## config.mk

```make
export PLATFORM = sky130hd
export DESIGN_NAME = edge_hysteresis_flat
export DESIGN_NICKNAME = d
export VERILOG_FILES = /design/src/rtl/edge_hysteresis_if.sv /design/src/rtl/edge_hysteresis.sv /design/src/flat_wrapper.sv
export SDC_FILE = /design/constraint.sdc
export NUM_CORES = 1
export LEC_CHECK = 0
export CORE_MARGIN = 4
export CORE_UTILIZATION = 40
export DETAILED_ROUTE_END_ITERATION = 16
export PLACE_DENSITY_LB_ADDON = 0.05
export SYNTH_ARGS = -nofsm -noshare
export SYNTH_HDL_FRONTEND = slang
export SYNTH_SLANG_ARGS = --single-unit
```

## constraint.sdc

```tcl
create_clock -name clk -period 29.7 [get_ports clk]
set_clock_uncertainty 0.05 [all_clocks]
set_input_delay 4.455 -clock clk [delete_from_list [all_inputs] [get_ports clk]]
set_output_delay 4.455 -clock clk [all_outputs]
set_load 0.02 [all_outputs]
```

## src/rtl/edge_hysteresis_if.sv

```systemverilog
// Pixel stream, threshold and edge-statistics signals of the hysteresis stage.
interface edge_hysteresis_if #(
    parameter int unsigned WIDTH = 8,
    parameter int unsigned CNT_W = 16
);
    logic             i_vsync;
    logic             i_hsync;
    logic             i_de;
    logic [WIDTH-1:0] i_data;
    logic [WIDTH-1:0] i_th_high;
    logic [WIDTH-1:0] i_th_low;
    logic             o_vsync;
    logic             o_hsync;
    logic             o_de;
    logic [WIDTH-1:0] o_data;
    logic [CNT_W-1:0] o_edge_cnt;
    logic             o_cnt_valid;

    // Upstream / testbench side
    modport master (
        output i_vsync, i_hsync, i_de, i_data, i_th_high, i_th_low,
        input  o_vsync, o_hsync, o_de, o_data, o_edge_cnt, o_cnt_valid
    );

    // Hysteresis block side
    modport slave (
        input  i_vsync, i_hsync, i_de, i_data, i_th_high, i_th_low,
        output o_vsync, o_hsync, o_de, o_data, o_edge_cnt, o_cnt_valid
    );
endinterface

```

## src/rtl/edge_hysteresis.sv

```systemverilog
// Canny-style hysteresis thresholding over a 3x3 class window, with
// per-frame edge-pixel statistics.
module edge_hysteresis #(
    parameter int unsigned WIDTH = 8,
    parameter int unsigned H_RES = 176,
    parameter int unsigned V_RES = 144,
    parameter int unsigned CNT_W = 16
) (
    input  logic              clk,
    input  logic              rst,
    edge_hysteresis_if.slave  bus
);
    localparam int unsigned COL_W = (H_RES > 1) ? $clog2(H_RES) : 1;
    localparam int unsigned ROW_W = (V_RES > 1) ? $clog2(V_RES) : 1;

    localparam logic [1:0] CLS_NONE   = 2'd0;
    localparam logic [1:0] CLS_WEAK   = 2'd1;
    localparam logic [1:0] CLS_STRONG = 2'd2;

    logic             vs_d;
    logic             vs_rise_c;
    logic [WIDTH-1:0] th_high;
    logic [WIDTH-1:0] th_low;
    logic [WIDTH-1:0] th_low_eff_c;
    logic [1:0]       cls_new_c;

    logic [1:0]       lb_mid [H_RES];
    logic [1:0]       lb_top [H_RES];

    logic [COL_W-1:0] col;
    logic [ROW_W-1:0] row;
    logic             last_col_c;
    logic [1:0]       win [3][3];
    logic [COL_W-1:0] win_col;
    logic [ROW_W-1:0] win_row;

    logic [COL_W-1:0] cen_col_c;
    logic [ROW_W-1:0] cen_row_c;
    logic             top_ok_c;
    logic             left_ok_c;
    logic             right_ok_c;
    logic             strong_nb_c;
    logic             edge_c;
    logic             dec_q;

    logic [2:0]       sync_d1;
    logic [2:0]       sync_d2;

    logic             ovs_prev;
    logic             ovs_rise_c;
    logic             edge_now_c;
    logic [CNT_W-1:0] edge_cnt;

    assign vs_rise_c  = bus.i_vsync & ~vs_d;
    assign last_col_c = (col == COL_W'(H_RES - 1));

    // Threshold shadows: latched only at frame start
    always_ff @(posedge clk) begin
        if (rst) begin
            vs_d    <= 1'b0;
            th_high <= '1;
            th_low  <= '1;
        end else begin
            vs_d <= bus.i_vsync;
            if (vs_rise_c) begin
                th_high <= bus.i_th_high;
                th_low  <= bus.i_th_low;
            end
        end
    end

    // Strong / weak / none classification of the incoming pixel
    always_comb begin
        th_low_eff_c = (th_low < th_high) ? th_low : th_high;
        cls_new_c    = CLS_NONE;
        if (bus.i_data >= th_high) begin
            cls_new_c = CLS_STRONG;
        end else if (bus.i_data >= th_low_eff_c) begin
            cls_new_c = CLS_WEAK;
        end
    end

    // Two line buffers of classes: lb_mid holds row-1, lb_top holds row-2
    always_ff @(posedge clk) begin
        if (bus.i_de) begin
            lb_top[col] <= lb_mid[col];
            lb_mid[col] <= cls_new_c;
        end
    end

    // Raster position counters and 3x3 window shift (stage 1)
    always_ff @(posedge clk) begin
        if (rst) begin
            col     <= '0;
            row     <= '0;
            win_col <= '0;
            win_row <= '0;
            for (int r = 0; r < 3; r++) begin
                for (int c = 0; c < 3; c++) begin
                    win[r][c] <= CLS_NONE;
                end
            end
        end else begin
            if (bus.i_de) begin
                col     <= last_col_c ? '0 : col + COL_W'(1);
                win_col <= col;
                win_row <= row;
                for (int r = 0; r < 3; r++) begin
                    win[r][0] <= win[r][1];
                    win[r][1] <= win[r][2];
                end
                win[0][2] <= lb_top[col];
                win[1][2] <= lb_mid[col];
                win[2][2] <= cls_new_c;
            end
            if (vs_rise_c) begin
                row <= '0;
            end else if (bus.i_de && last_col_c && (row != ROW_W'(V_RES - 1))) begin
                row <= row + ROW_W'(1);
            end
        end
    end

    // Hysteresis decision on the window centre, neighbours outside the frame masked
    always_comb begin
        cen_col_c   = win_col - COL_W'(1);
        cen_row_c   = win_row - ROW_W'(1);
        top_ok_c    = (cen_row_c != '0);
        left_ok_c   = (cen_col_c != '0);
        right_ok_c  = (cen_col_c != COL_W'(H_RES - 1));
        strong_nb_c = 1'b0;
        for (int r = 0; r < 3; r++) begin
            for (int c = 0; c < 3; c++) begin
                if (!((r == 1) && (c == 1)) && (win[r][c] == CLS_STRONG) &&
                    ((r != 0) || top_ok_c) && ((c != 0) || left_ok_c) &&
                    ((c != 2) || right_ok_c)) begin
                    strong_nb_c = 1'b1;
                end
            end
        end
        edge_c = 1'b0;
        if ((win_row != '0) && (win_col != '0)) begin
            edge_c = (win[1][1] == CLS_STRONG) ||
                     ((win[1][1] == CLS_WEAK) && strong_nb_c);
        end
    end

    // Decision register (stage 2) and output register (stage 3), sync delay line
    always_ff @(posedge clk) begin
        if (rst) begin
            dec_q       <= 1'b0;
            sync_d1     <= '0;
            sync_d2     <= '0;
            bus.o_data  <= '0;
            bus.o_vsync <= 1'b0;
            bus.o_hsync <= 1'b0;
            bus.o_de    <= 1'b0;
        end else begin
            dec_q       <= edge_c;
            sync_d1     <= {bus.i_vsync, bus.i_hsync, bus.i_de};
            sync_d2     <= sync_d1;
            bus.o_data  <= dec_q ? {WIDTH{1'b1}} : '0;
            bus.o_vsync <= sync_d2[2];
            bus.o_hsync <= sync_d2[1];
            bus.o_de    <= sync_d2[0];
        end
    end

    assign ovs_rise_c = bus.o_vsync & ~ovs_prev;
    assign edge_now_c = bus.o_de & (bus.o_data != '0);

    // Per-frame edge counter; a same-cycle edge pixel belongs to the new frame
    always_ff @(posedge clk) begin
        if (rst) begin
            ovs_prev        <= 1'b0;
            edge_cnt        <= '0;
            bus.o_edge_cnt  <= '0;
            bus.o_cnt_valid <= 1'b0;
        end else begin
            ovs_prev <= bus.o_vsync;
            if (ovs_rise_c) begin
                bus.o_edge_cnt  <= edge_cnt;
                bus.o_cnt_valid <= 1'b1;
                edge_cnt        <= edge_now_c ? CNT_W'(1) : '0;
            end else begin
                bus.o_cnt_valid <= 1'b0;
                if (edge_now_c && (edge_cnt != '1)) begin
                    edge_cnt <= edge_cnt + CNT_W'(1);
                end
            end
        end
    end
endmodule

```

## src/flat_wrapper.sv

```systemverilog
// flat-port wrapper written by rule: the top's interface ports become plain ports
module edge_hysteresis_flat 
#(
    parameter int unsigned WIDTH = 8,
    parameter int unsigned H_RES = 176,
    parameter int unsigned V_RES = 144,
    parameter int unsigned CNT_W = 16
)
  (clk, rst, bus_i_vsync, bus_i_hsync, bus_i_de, bus_i_data, bus_i_th_high, bus_i_th_low, bus_o_vsync, bus_o_hsync, bus_o_de, bus_o_data, bus_o_edge_cnt, bus_o_cnt_valid);
  edge_hysteresis_if #(.WIDTH(WIDTH), .CNT_W(CNT_W)) bus_i ();
  input  logic clk;
  input  logic rst;
  input wire logic [$bits(bus_i.i_vsync)-1:0] bus_i_vsync;
  input wire logic [$bits(bus_i.i_hsync)-1:0] bus_i_hsync;
  input wire logic [$bits(bus_i.i_de)-1:0] bus_i_de;
  input wire logic [$bits(bus_i.i_data)-1:0] bus_i_data;
  input wire logic [$bits(bus_i.i_th_high)-1:0] bus_i_th_high;
  input wire logic [$bits(bus_i.i_th_low)-1:0] bus_i_th_low;
  output wire logic [$bits(bus_i.o_vsync)-1:0] bus_o_vsync;
  output wire logic [$bits(bus_i.o_hsync)-1:0] bus_o_hsync;
  output wire logic [$bits(bus_i.o_de)-1:0] bus_o_de;
  output wire logic [$bits(bus_i.o_data)-1:0] bus_o_data;
  output wire logic [$bits(bus_i.o_edge_cnt)-1:0] bus_o_edge_cnt;
  output wire logic [$bits(bus_i.o_cnt_valid)-1:0] bus_o_cnt_valid;
  assign bus_i.i_vsync = bus_i_vsync;
  assign bus_i.i_hsync = bus_i_hsync;
  assign bus_i.i_de = bus_i_de;
  assign bus_i.i_data = bus_i_data;
  assign bus_i.i_th_high = bus_i_th_high;
  assign bus_i.i_th_low = bus_i_th_low;
  assign bus_o_vsync = bus_i.o_vsync;
  assign bus_o_hsync = bus_i.o_hsync;
  assign bus_o_de = bus_i.o_de;
  assign bus_o_data = bus_i.o_data;
  assign bus_o_edge_cnt = bus_i.o_edge_cnt;
  assign bus_o_cnt_valid = bus_i.o_cnt_valid;
  edge_hysteresis #(.WIDTH(WIDTH), .H_RES(H_RES), .V_RES(V_RES), .CNT_W(CNT_W)) u_core (.clk(clk), .rst(rst), .bus(bus_i));
endmodule
```

Yosys cells after proc, flatten, opt, wreduce, memory -nomap -nowiden
Memories as Yosys holds them, arrays and structs flattened. A register that Yosys moved wholly into a read port is not among the register bits.
Cells that the tools add are included.
{"block": "op_classes", "eq_ne": 14, "muxes": 36, "n_lt_le_gt_ge": 3, "add_sub_neg": 5, "reduce_logical": 23, "n_bitwise": 15}
{"op": "two-way mux 8 bit", "n": 7}
{"op": "nonzero test 8 bit", "n": 5}
{"op": "two-way mux 16 bit", "n": 2}
{"op": "two-way mux 2 bit", "n": 10}
{"op": "== test 2 bit (second input constant)", "n": 9}
{"op": "two-way mux 1 bit", "n": 17}
{"op": "adder 16 x 1 -> 16 bit (second input constant)", "n": 1}
{"op": "adder 8 x 1 -> 8 bit (second input constant)", "n": 2}
{"op": ">= comparator 8 bit", "n": 2}
{"op": "!= test 16 bit (second input constant)", "n": 1}
{"op": "!= test 8 bit (second input constant)", "n": 2}
{"op": "subtractor 8 x 1 -> 8 bit (second input constant)", "n": 2}
{"op": "logical AND 1 bit", "n": 14}
{"op": "bitwise OR 1 bit", "n": 9}
{"op": "== test 8 bit (second input constant)", "n": 1}
{"op": "less-than comparator 8 bit", "n": 1}
{"op": "OR reduction 2 bit", "n": 2}
{"op": "bitwise AND 1 bit", "n": 3}
{"op": "NOT 1 bit", "n": 3}
{"op": "== test 2 x 1 -> 1 bit (second input constant)", "n": 1}
{"op": "nonzero test 2 bit", "n": 1}
{"op": "logical OR 1 bit", "n": 1}
{"block": "word_totals", "ramBits": 722, "mem_count": 3, "elab_cells": 117, "input_bits": 29, "out_inout_bits": 28, "regBits": 101}
{"memory": "u_core.lb_mid", "words": 176, "width": 2, "read_ports": 1, "rd_ports_with_merged_regs": 1, "wr": 1, "line": "edge_hysteresis.sv:27", "rtl": "logic [1:0] lb_mid [H_RES];"}
{"memory": "u_core.lb_top", "words": 176, "width": 2, "read_ports": 1, "rd_ports_with_merged_regs": 1, "wr": 1, "line": "edge_hysteresis.sv:28", "rtl": "logic [1:0] lb_top [H_RES];"}
{"memory": "u_core.win", "words": 3, "width": 6, "read_ports": 3, "rd_ports_with_merged_regs": 0, "wr": 3, "line": "edge_hysteresis.sv:33", "rtl": "logic [1:0] win [3][3];"}

Longest topological paths before layout
Gate-level depths: netlist (run 1).
{"block": "depth", "ltp_word": 14, "mapped_depth": 16, "mapped_depth_nobuf": 16}

Worst setup path before layout (run 1)
Ideal clock, no wire load.
{"block": "synth_timing", "path_type": "input-to-reg", "start": "in bus_i_data[0]", "end": "mem u_core.lb_mid[0][0], data pin", "stages": 9, "required_time_ns": 27.538, "n_path_buf": 0, "path_slack_ns": 6.125, "setup_ns": 2.112, "arrival_ns": 21.413, "path_cell_list": "inv_1 > ha_1 > nand2b_1 > a21o_1 > a21o_1 > a211o_1 > a21oi_1 > o21ai_0 > a21oi_1"}
{"block": "synth_between", "elab_chain_len": 3, "elab_cells_between_ends": 4, "classes_between": "order compare (2); mux (2)"}
{"element": "from (decl)", "line": "flat_wrapper.sv:16", "rtl": "input wire logic [$bits(bus_i.i_data)-1:0] bus_i_data;"}
{"element": ">= comparator 8 bit", "line": "edge_hysteresis.sv:78", "rtl": "end else if (bus.i_data >= th_low_eff_c) begin"}
{"element": "two-way mux 1 bit", "line": "edge_hysteresis.sv:78"}
{"element": "two-way mux 2 bit *", "line": "edge_hysteresis.sv:76", "rtl": "if (bus.i_data >= th_high) begin"}
{"element": "net u_core.cls_new_c[0]", "line": "edge_hysteresis.sv:25", "rtl": "logic [1:0] cls_new_c;"}
{"element": "to (decl)", "line": "edge_hysteresis.sv:27"}
Mark *: on every way through the listed nets, which the timed path passes. The rest lies on a longest branch.

Worst setup path in the final report (run 1)
{"block": "layout_timing", "start": "in bus_i_data[0]", "end": "mem u_core.lb_mid[8][0], data pin"}
Same word-level chain as after synthesis.

==> impl_metrics.toml, run 1 <==
[final_layout]
diodes = 0
final_cell_mix = "722 x edfxtp_1, 245 x nor2_1, 180 x mux4_2"
num-nets-final = 1991
final_common_cell = "edfxtp_1"
fin_util = 0.462
drive_gt1_frac = 0.178
final_area_um2 = 37400
synthToLayoutAreaGrowth_pct = 13.9

[clock_network]
post_cts_buffers = 0
clkTransAtPathRegs_ps = 60
cts_sinks = 823
clk_latency_ps = 640
htreeDepth = 3
cts_max_path_buffers = 3
numCtsBuffers = 88
root_buffer = "clkbuf_16"
ctsResizeCount = 0
cts_hold_buf = 0
cts_tree = "done"

[yosys]
syn_avg_cell_area_um2 = 17.6
ys_warn_count = 0
synth_area_um2 = 32800
syn_nets = 1923
synthArstFlopShare = 0
synth_largest_area_cell = "edfxtp_1"
synth_top_family_by_area = "multiplexers"
ys.flop_type = "edfxtp_1"
synth_compound_area_frac = 0.0359
yosys.area_share.simple = 0.0585
synthMuxAreaShare = 0.147
ys_seq_area_frac = 0.723
synthAdderAreaFrac = 0.0111
synth_area_leaders = "edfxtp_1 66%, mux4_2 12%, dfxtp_1 6.2%, nor2_1 2.8%, mux2i_1 2.3%"
yosysTopAreaCellShare = 0.661
synth_cell_types = 55
ys_ff_latch = 823
synth-edff-count = 722
synth_xor_area_frac = 0.00534
synthCells = 1865

[critical_path]
cp_max_fo = 100
crit_required_ps = 29910
critPathMaxStageDelay_ps = 830
critPathCaptureType = "flop"
crit_chain = "clkdlybuf4s50_1 > inv_1 > ha_1 > nand2b_1 > a21o_1 > a21o_1 > a211o_1 > a21oi_1 > o21ai_4 > buf_4 > a21oi_4 > buf_4"
path_class = "input pin to flop"
arrival_ps = 7930
cp_slowest_cell = "buf_4"
cp-start-kind = "input pin"

[worst_hold_path]
min_path_type = "flop to flop"

[floorplan]
die_w_um = 294
start_util = 0.405
die-area_um2 = 86700
die_y_um = 294
core_um2 = 80900
rows = 104
io_pins = 57

[timing]
setup_viol = 0
slew_viol_final = 0
finalCritPeriodShare = 0.260
rsz0062_at_grt = "false"
fmax_ghz = 0.130
relSlewSlack = 0.206
worst_pin_slew_ps = 1190
hold_viol_final = 0
hold_ws_ps = 385
fin_setup_tns_ps = 0
min_period_ps = 7720

[placement]
placed_area_um2 = 34500
gp_congestion = 0.760
dp_hpwl_mm = 48.4
numPortBuffers = 56

[global_route]
grt_pass1_wl_mm = 118
grt_max_degree = 128
grt_antenna_before_repair = 2
grt_usage = 0.184
grt-ovfl-total = 0
grt_pass1_vias = 17400

[detailed_routing]
firstDrtPassIters = 5
routed_via_density = 5.46
wl_per_cell_um = 25.8
wirelength_mm = 79.0
via_count = 16700
drt_first_iter_violations = 1380
drc = 0
drtAntennaViolNets = 0

[power_and_ir_drop]
leakage_nw = 11.9
vdd_ir_drop_max_mv = 0.0403
total_power_mw = 2.56
power_density_nw_per_um2 = 68.6

[flow_run]
max-cap-violations = 0

[status]
status = "completed"
[worst max-delay path: cells and delay by family]
family / cells / cell delay (ps)
simple gates: 1 / 140
compound gates: 6 / 1220
buf+inv: 4 / 1710
fa+ha+maj: 1 / 280
[power breakdown]
group	total [mW]	internal (mW)	switching (mW)
registers	1.31	1.30	0.00560
clock network	1.09	0.639	0.449
logic	0.168	0.0581	0.110
[worst paths after layout]
check / start / end / slack, ps / depth (start not counted)
worst max-delay path: bus_i_data[0] / u_core.lb_mid[8][0]$_DFFE_PP_ / 21980 / 12
worst min-delay path: u_core.sync_d2[0]$_SDFF_PP0_ / u_core.bus.o_de$_SDFF_PP0_ / 390 / 1
worst max register to register: flop / u_core.lb_top[2][0]$_DFFE_PP_ / 24090 / 11
worst min register to register: u_core.sync_d2[0]$_SDFF_PP0_ / u_core.bus.o_de$_SDFF_PP0_ / 390 / 1
[state kept, by name, indices dropped and copies added (netlist names), named ones only]
signal / cells
u_core.bus.o_cnt_valid: 1
u_core.bus.o_data: 1
u_core.bus.o_de: 1
u_core.bus.o_edge_cnt: 16
u_core.bus.o_hsync: 1
u_core.bus.o_vsync: 1
u_core.col: 8
u_core.dec_q: 1
u_core.edge_cnt: 16
u_core.lb_mid: 352
u_core.lb_top: 352
u_core.ovs_prev: 1
u_core.row: 8
u_core.sync_d1: 2
u_core.sync_d2: 3
u_core.th_high: 8
u_core.th_low: 8
u_core.vs_d: 1
u_core.win: 18
u_core.win_col: 8
u_core.win_row: 8
[Yosys cell counts, drive strengths merged, types with 8 or more instances]
library cell,count
edfxtp,722
nor2,245
mux4,180
dfxtp,101
mux2i,75
nand2,65
clkbuf,60
buf,54
nor2b,35
ha,29
inv,28
a22o,24
o21ai,23
a22oi,20
a21oi,19
a211o,18
nand3,16
and2,15
xor2,15
nand2b,14
o22ai,14
nand4,9
nor3,8
[stage by stage]
| step | std cells | setup WS (ps) |
|---|---|---|
| 2_1_floorplan | 1865 | 6130 |
| 3_3_place_gp | 2903 | 21360 |
| 3_5_place_dp | 2903 | 21310 |
| 4_1_cts | 3066 | 21990 |
| 5_1_grt | 3066 | 21740 |
| 6_report | 3066 | 21980 |
[cell families after synthesis]
logic type	count (synthesis)
compound gates	161
fa+ha+maj	29
xor+xnor	20
buf+inv	142
simple gates	432
mux	258
flops	823
[cell type report]
| type | instances | area (um2) |
|---|---|---|
| Fill cell | 6939 | 43600 |
| Inverter | 28 | 105 |
| Clock buffer | 110 | 2300 |
| Multi-Input combinational cell | 900 | 8520 |
| Tap cell | 1060 | 1330 |
| Timing Repair Buffer | 92 | 851 |
| Sequential cell | 823 | 23700 |
| Clock inverter | 53 | 543 |
[routing by layer]
metal / vias up / GRT usage / share of wire / wire length (um)
met5: - / 0 / 0 / 0
met4: 0 / 0.0455 / 0.020 / 1620
met2: 397 / 0.297 / 0.48 / 37600
met3: 112 / 0.0338 / 0.053 / 4200
met1: 8751 / 0.262 / 0.45 / 35600
li1: 7488 / - / - / -
Power figures use the tool's default switching activity.
==> run 2, diff against run 1 <==
Clock period 29.7 ns to 7.18 ns, I/O delays scaled along.
==> run 2 against run 1 <==
Sequential share of layout area down 0.23 points. First-iteration DRC count down 6.0%. Non-clock buffer count up 5. Register-to-register slack worse by 22000 ps. Die area unchanged. Final cell count about the same. Hold slack better by 5.4 ps. Power rose to 4.2 times the previous value. Utilization up 0.17 points. Critical path type is now flop to flop.
==> impl_metrics.toml, run 2 (synthesis gave the netlist of run 1 again) <==
[global_route]
grt_max_degree = 149
grt_antenna_before_repair = 0
grt_pass1_wl_mm = 120
grt_pass1_vias = 17600
grt-ovfl-total = 0
grt_usage = 0.188

[detailed_routing]
wirelength_mm = 80.6
via_count = 16900
routed_via_density = 5.49
firstDrtPassIters = 5
wl_per_cell_um = 26.3
drc = 0
drt_first_iter_violations = 1297
drtAntennaViolNets = 0

[clock_network]
cts_hold_buf = 0
clkTransAtPathRegs_ps = 60
cts_tree = "done"
post_cts_buffers = 0
clk_latency_ps = 640
cts_sinks = 823
numCtsBuffers = 89
cts_max_path_buffers = 3
root_buffer = "clkbuf_16"
htreeDepth = 3
ctsResizeCount = 0

[timing]
hold_ws_ps = 391
relSlewSlack = 0.258
fin_setup_tns_ps = 0
worst_pin_slew_ps = 1110
rsz0062_at_grt = "false"
hold_viol_final = 0
finalCritPeriodShare = 0.654
setup_viol = 0
min_period_ps = 4700
fmax_ghz = 0.213
slew_viol_final = 0
layout_setup_ws_ps = 2480

[final_layout]
num-fill-cells = 6960
synthToLayoutAreaGrowth_pct = 14.3
num-nets-final = 1997
final_cell_mix = "722 x edfxtp_1, 245 x nor2_1, 180 x mux4_2"
final_common_cell = "edfxtp_1"
drive_gt1_frac = 0.184
top_regs = "u_core.lb_mid: 352 flops, u_core.lb_top: 352 flops, u_core.win: 18 flops"

[floorplan]
rows = 104
die_w_um = 294
io_pins = 57
start_util = 0.405
core_um2 = 80900
die-area_um2 = 86700
die_y_um = 294

[placement]
dp_hpwl_mm = 50.0
pre_cts_ws_ps = 2290
numPortBuffers = 56
gp_congestion = 0.788

[power_and_ir_drop]
p_comb_frac = 0.065
power_density_nw_per_um2 = 284
total_power_mw = 10.7
p_seq_frac = 0.507
power.internal_mw = 8.32
leakage_nw = 12.0
vdd_ir_drop_max_mv = 0.192
p_sw_mw = 2.34
p_sw_frac = 0.220
pwr-share-clk = 0.428

[critical_path]
path_class = "flop to flop"
cp-start-kind = "flop"
arrival_ps = 4980
cp_max_fo = 148
crit_required_ps = 7460
reg2reg_depth = 17
critPathCaptureType = "flop"
rrSetupSlack_ps = 2480

[worst_hold_path]
min_path_type = "flop to flop"
hold_path_depth = 1

[flow_run]
max-cap-violations = 0

[status]
status = "completed"
## run 2: cell count changes in the layout (fill, tap and decap cells not counted), sizes merged
cell	change
clkbuf	-6
buf	+5
clkinv	+5
clkinvlp	-2
bufinv	+1
diode	+1
inv	-1
## run 2: final cells by class
cell class                      instances  area (um2)  area share
Sequential cell                       823       23700       0.632
Multi-Input combinational cell        900        8540       0.228
Clock buffer                          104        2310      0.0615
Tap cell                             1060        1330      0.0354
Timing Repair Buffer                   97         913      0.0244
Clock inverter                         56         574      0.0153
Inverter                               28         118     0.00314
Antenna cell                            1        2.50   0.0000667
## run 2: power by group through the flow
stage                     combinational [mW]  sequential, mW  clock (mW)
after floorplan                        0.450            5.53           0
after global placement                 0.699            5.51           0
after detailed placement               0.715            5.51           0
after CTS                              0.714            5.41        4.67
after global routing                   0.761            5.41        4.88
final                                  0.694            5.41        4.56
## run 2: per-layer routing
metal,GRT usage,vias up,part of all wire
li1,-,7494,-
met1,0.265,8823,0.45
met2,0.306,412,0.48
met3,0.0324,124,0.044
met4,0.0517,0,0.026
met5,0,-,0
## run 2: path summary, 6_finish.rpt
path	startpoint	to
setup / recovery	u_core.th_high[1]$_SDFFE_PP1P_	u_core.lb_mid[67][0]$_DFFE_PP_
hold / removal	u_core.sync_d1[1]$_SDFF_PP0_	u_core.sync_d2[1]$_SDFF_PP0_
hold reg to reg	u_core.sync_d1[1]$_SDFF_PP0_	u_core.sync_d2[1]$_SDFF_PP0_
setup reg to reg	u_core.th_high[1]$_SDFFE_PP1P_	u_core.lb_mid[67][0]$_DFFE_PP_
## run 2: worst max-delay path: stages, from the launching register on
cell,delay (ps)
dfxtp_1,330
inv_1,70
ha_1,280
a21o_1,170
a21o_1,190
a211o_1,290
a21oi_1,120
o21ai_1,150
mux2_2,300
ha_1,270
nand2b_1,90
a21oi_1,80
nor2b_1,130
o21ai_0,110
a21oi_1,170
o211ai_1,210
a21oi_4,710
buf_12,500
## run 2: through the flow
step / area (um2) / instances / utilization
after floorplan: 32900 / 1865 / -
after global placement: 34600 / 2908 / 0.428
after detailed placement: 34600 / 2908 / 0.428
after CTS: 37500 / 3068 / 0.463
after global routing: 37500 / 3068 / 0.463
final: 37500 / 3069 / 0.463
